[src/rtl/serial_word_deserializer.sv]
// Assembles WIDTH-bit words from a strobed serial bit stream and hands them off over valid/ready.
// Optional even-parity checking is enabled by defining PARITY_CHECK_EN.
module serial_word_deserializer #(
  parameter int unsigned WIDTH     = 8,
  parameter bit          MSB_FIRST = 1'b1
) (
  input  logic                           Clock,
  input  logic                           Reset,
  input  logic                           Bit_in,
  input  logic                           Bit_valid,
  input  logic                           Ready,
  output logic [WIDTH-1:0]               Data_out,
  output logic                           Valid_out,
  output logic [$clog2(WIDTH+1)-1:0]     Bit_count,
  output logic                           Overrun,
  output logic                           Parity_err
);

  localparam int unsigned CW = $clog2(WIDTH + 1);

`ifdef PARITY_CHECK_EN
  typedef enum logic [0:0] {StCollect, StParity} state_e;
`else
  typedef enum logic [0:0] {StCollect} state_e;
`endif

  state_e           state_q, state_d;
  logic [WIDTH-1:0] shift_q, shift_d;
  logic [WIDTH-1:0] data_q, data_d;
  logic [CW-1:0]    cnt_q, cnt_d;
  logic             valid_q, valid_d;
  logic             overrun_q, overrun_d;
  logic [WIDTH-1:0] shift_in;
  logic [WIDTH-1:0] word;
  logic             complete;
`ifdef PARITY_CHECK_EN
  logic             perr_q, perr_d;
  logic             word_perr;
`endif

  always_comb begin
    if (MSB_FIRST) shift_in = {shift_q[WIDTH-2:0], Bit_in};
    else           shift_in = {Bit_in, shift_q[WIDTH-1:1]};
  end

  always_comb begin
    state_d   = state_q;
    shift_d   = shift_q;
    cnt_d     = cnt_q;
    data_d    = data_q;
    valid_d   = valid_q;
    overrun_d = overrun_q;
    complete  = 1'b0;
    word      = shift_in;
`ifdef PARITY_CHECK_EN
    perr_d    = perr_q;
    word_perr = 1'b0;
`endif

    unique case (state_q)
      StCollect: begin
        if (Bit_valid) begin
          shift_d = shift_in;
          if (cnt_q == CW'(WIDTH - 1)) begin
`ifdef PARITY_CHECK_EN
            // Count holds at WIDTH while waiting for the parity bit.
            state_d = StParity;
            cnt_d   = CW'(WIDTH);
`else
            complete = 1'b1;
            cnt_d    = '0;
`endif
          end else begin
            cnt_d = cnt_q + CW'(1);
          end
        end
      end
`ifdef PARITY_CHECK_EN
      StParity: begin
        if (Bit_valid) begin
          complete  = 1'b1;
          word      = shift_q;
          word_perr = (^shift_q) ^ Bit_in;
          state_d   = StCollect;
          cnt_d     = '0;
        end
      end
`endif
      default: state_d = StCollect;
    endcase

    // A finished word may only land if the output slot is free or being drained this edge.
    if (complete) begin
      if (!valid_q || Ready) begin
        data_d  = word;
        valid_d = 1'b1;
`ifdef PARITY_CHECK_EN
        perr_d  = word_perr;
`endif
      end else begin
        overrun_d = 1'b1;
      end
    end else if (valid_q && Ready) begin
      valid_d = 1'b0;
    end
  end

  always_ff @(posedge Clock) begin
    if (Reset) begin
      state_q   <= StCollect;
      shift_q   <= '0;
      cnt_q     <= '0;
      data_q    <= '0;
      valid_q   <= 1'b0;
      overrun_q <= 1'b0;
`ifdef PARITY_CHECK_EN
      perr_q    <= 1'b0;
`endif
    end else begin
      state_q   <= state_d;
      shift_q   <= shift_d;
      cnt_q     <= cnt_d;
      data_q    <= data_d;
      valid_q   <= valid_d;
      overrun_q <= overrun_d;
`ifdef PARITY_CHECK_EN
      perr_q    <= perr_d;
`endif
    end
  end

  assign Data_out  = data_q;
  assign Valid_out = valid_q;
  assign Bit_count = cnt_q;
  assign Overrun   = overrun_q;
`ifdef PARITY_CHECK_EN
  assign Parity_err = perr_q;
`else
  assign Parity_err = 1'b0;
`endif

endmodule

[config.mk]
export PLATFORM = sky130hd
export DESIGN_NAME = serial_word_deserializer
export DESIGN_NICKNAME = d
export VERILOG_FILES = /design/src/rtl/serial_word_deserializer.sv
export SDC_FILE = /design/constraint.sdc
export NUM_CORES = 1
export LEC_CHECK = 0
export ABC_CLOCK_PERIOD_IN_PS = 1640
export BUFFER_PORTS_ARGS = -buffer_cell sky130_fd_sc_hd__clkbuf_2
export CAP_MARGIN = 20
export CORE_MARGIN = 10
export CORE_UTILIZATION = 49
export CTS_BUF_LIST = sky130_fd_sc_hd__clkbuf_4 sky130_fd_sc_hd__clkbuf_8 sky130_fd_sc_hd__clkbuf_16
export DETAILED_ROUTE_END_ITERATION = 10
export HOLD_SLACK_MARGIN = 0.05
export PLACE_DENSITY_LB_ADDON = 0.1
export SYNTH_ARGS = -nofsm -noshare
export SYNTH_HDL_FRONTEND = slang
export SYNTH_SLANG_ARGS = --single-unit
[constraint.sdc]
create_clock -name Clock -period 1.64 [get_ports Clock]
set_input_delay 0.246 -clock Clock [delete_from_list [all_inputs] [get_ports Clock]]
set_output_delay 0.246 -clock Clock [all_outputs]
set_load 0.02 [all_outputs]
==> out/results.tsv <==
metric	value	unit
Area contributors post-synth	sky130_fd_sc_hd__dfxtp_1 (52%), sky130_fd_sc_hd__mux2i_1 (9.9%), sky130_fd_sc_hd__a21oi_1 (7.4%)	
clock tree from TritonCTS	yes	
signal arrival time at the worst endpoint	1.60	ns
die height	60.6	um
leftover overflow at the end of global routing	0	
CP Data Required Time	1.82	ns
distinct cell type count after synthesis	19	
starting density of the core	0.525	
final hold violations	0	
time the worst path needs with I/O delays and setup	1.42	ns
worst r2r path cells	4	
origin of the critical flop-to-flop path	Bit_count[0]$_SDFFE_PP0P_	
sequential element share of the synthesized area	0.519	
smallest setup slack after layout	0.216	ns
library cell with the highest instance count after synthesis	sky130_fd_sc_hd__dfxtp_1	
share of async-settable or async-resettable flops after synthesis	0	
met3 wire length	100	um
post-route clock period utilization	0.868	
Post-Synthesis Mean Instance Area	9.30	sq um
final hold slack	0.192	ns
detailed-router iteration count before antenna repair	4	
count of unresolved DRC violations after routing	0	
vias in the first global route	629	
hold buffers post-CTS	0	
crit path capture type	flip-flop	
type of the worst min-delay path	input port to flip-flop	
total number of clock tree sinks	21	
Setup-failing EPs final	0	
cell area after layout	923	sq um
Reg-to-Reg End	Data_out[6]$_SDFFE_PP0P_	
kind of start point of the critical path	flip-flop	
Ports	20	
floorplan core area	0.00154	sq mm
H-tree lvl count	1	
biggest area consumer among synthesized cells	sky130_fd_sc_hd__dfxtp_1	
IR Drop Worst-Case VDD	0.492	mV
routed via count divided by cell count	5.43	
largest fanout on the critical path	9	
Max stage delay on crit path	0.40	ns
Total Nets Final	111	
reg-to-reg slack, setup	0.22	ns
number of instances in the synthesized netlist	87	
critical path type	flip-flop to flip-flop	
number of warning messages in the yosys log	0	
netlist area before placement	810	sq um
number of buffer and inverter instances along the worst setup path	0	
count of inserted antenna diode cells	0	
pre-CTS setup slack	0.235	ns
Top Layer Used	met4	
sink of the worst hold path	Data_out[0]$_SDFFE_PP0P_	
Post-CTS Repair Setup Buffers	0	
Vias	652	
setup repair after global routing missed its margin	false	
Achievable Freq	702	MHz
die width	60.6	um
drt initial violations	1	
sum of negative setup slack	0	ns
Row Count	14	
CTS root buf	sky130_fd_sc_hd__clkbuf_4	
maximum number of pins on one net before global-route repair	22	
net count after synthesis	93	
skew final	0.00507	ns
die outline area	0.00368	sq mm
maximum number of buffers from clock root to sink	2	
placer congestion estimate	0.712	
total placed instance area	893	sq um
cell breakdown of the critical path	ha_1, nand4b_1, o21ai_0, a21oi_1	
layout overhead on the synthesized area	14.1	%
final wirelength	1.67	mm
number of pins with negative max-slew slack in the final report	0	
number of max-capacitance violations reported	0	
total of cells resized after clock tree synthesis	0	
Top FF cell, synth	sky130_fd_sc_hd__dfxtp_1	
share of cells above drive strength 1	0.221	
number of antenna violations at the first check in global routing	0	
areal power density over the cells	900	mW/mm^2
run status	complete, no violations	
insertion delay of the later-clocked pin in the worst-skew pair	0.29	ns
Routed Antenna Nets	0	
wire length of the first global-routing pass	2.80	mm
leakage power of the design	0.390	nW
cell type group with the largest total delay on the critical path	flip-flops	
global-route total usage across every layer	0.0976	
register bit total from synthesis	21	
source of the worst hold timing path	Bit_in	
top post-synthesis cells by count	sky130_fd_sc_hd__dfxtp_1 (21), sky130_fd_sc_hd__a21oi_1 (12), sky130_fd_sc_hd__nor2_1 (10)	
worst hold path stage count	3	
number of enable flip-flop cells after synthesis	0	
clock transition time at the flip-flop clock pins of the worst setup and hold paths	0.11	ns
Port Buffer Count	18	
post-DR wirelength/cell	13.9	um
CTS Buf Count	3	
post-synth top area share	0.519	
crit path max-delay cell type	sky130_fd_sc_hd__dfxtp_1	
Filler Cell Count	151	
met2 wire length	806	um
final HPWL from detailed placement	1.23	mm
Met1 Routed Length	750	um
overall power after layout	831	uW
-- sequential cells by signal (all words and copies together) (netlist names) --
signal	count
Bit_count	4
Overrun	1
Data_out	8
Valid_out	1
shift_q	7
-- worst reg2reg max path, delay by kind of cell, from the launching register on --
kind | cells | cell delay (ns)
AO/OA/AOI/OAI | 2 | 0.38
adder cells (fa/ha/maj) | 1 | 0.23
flip-flops | 1 | 0.40
AND/OR/NAND/NOR | 1 | 0.30
-- per-layer routing --
metal | vias up | track usage
li1 | 336 | -
met1 | 304 | 0.114
met2 | 10 | 0.156
met3 | 2 | 0.0397
met4 | 0 | 0.0376
met5 | - | 0
-- worst max path at each step --
stage / cells after the start / slack (ns) / startpoint / endpoint
global route: 4 / 0.05 / Bit_count[1]$_SDFFE_PP0P_ / Data_out[6]$_SDFFE_PP0P_
global placement: 4 / 0.29 / Bit_count[0]$_SDFFE_PP0P_ / Data_out[6]$_SDFFE_PP0P_
finish: 4 / 0.22 / Bit_count[0]$_SDFFE_PP0P_ / Data_out[6]$_SDFFE_PP0P_
CTS: 4 / 0.21 / Bit_count[0]$_SDFFE_PP0P_ / Data_out[6]$_SDFFE_PP0P_
floorplan: 4 / 0.30 / Bit_count[0]$_SDFFE_PP0P_ / Data_out[0]$_SDFFE_PP0P_
detailed placement: 4 / 0.23 / Bit_count[0]$_SDFFE_PP0P_ / Data_out[6]$_SDFFE_PP0P_
-- layout by cell type (no fill, tap or decap), types with 2 or more instances in the layout --
master                     instances
sky130_fd_sc_hd__a21oi_1          12
sky130_fd_sc_hd__clkbuf_2         18
sky130_fd_sc_hd__clkbuf_4          4
sky130_fd_sc_hd__dfxtp_1          21
sky130_fd_sc_hd__mux2i_1           8
sky130_fd_sc_hd__nand2_1           2
sky130_fd_sc_hd__nand2b_1          2
sky130_fd_sc_hd__nand3_1           8
sky130_fd_sc_hd__nand3b_1          2
sky130_fd_sc_hd__nor2_1           10
sky130_fd_sc_hd__o21ai_0           8
-- power breakdown --
part	internal (mW)	leakage [nW]	switching, mW	total (mW)
Sequential	0.517	0.170	0.00659	0.523
Combinational	0.0187	0.202	0.0303	0.0491
Clock	0.111	0.0184	0.147	0.258
Total	0.647	0.390	0.184	0.831
-- cells by family (layout without fill, tap and decap cells) --
| logic type | Yosys count | count (layout) | share of synthesized area |
|---|---|---|---|
| multiplexers | 8 | 8 | 0.0989 |
| XOR/XNOR | 1 | 1 | 0.0108 |
| other | 1 | 1 | 0.00463 |
| buffers and inverters | 6 | 23 | 0.0417 |
| AO/OA/AOI/OAI | 20 | 20 | 0.124 |
| AND/OR/NAND/NOR | 29 | 29 | 0.185 |
| adder cells (fa/ha/maj) | 1 | 1 | 0.0155 |
| flip-flops | 21 | 21 | 0.519 |
-- layout make-up --
type	instances	area, sq um	area share
timing repair buffer	19	97.6	0.106
clock buffer	4	30.0	0.0325
tap	16	20.0	0.0217
multi-input combinational	60	355	0.385
sequential	21	420	0.455
-- per-stage QoR --
stage | util | instances
after global placement | 0.580 | 116
after global routing | 0.599 | 120
after CTS | 0.599 | 120
after floorplan | - | 87
final | 0.599 | 120
after detailed placement | 0.580 | 116
No activity file was read; power rests on OpenSTA's default activity.
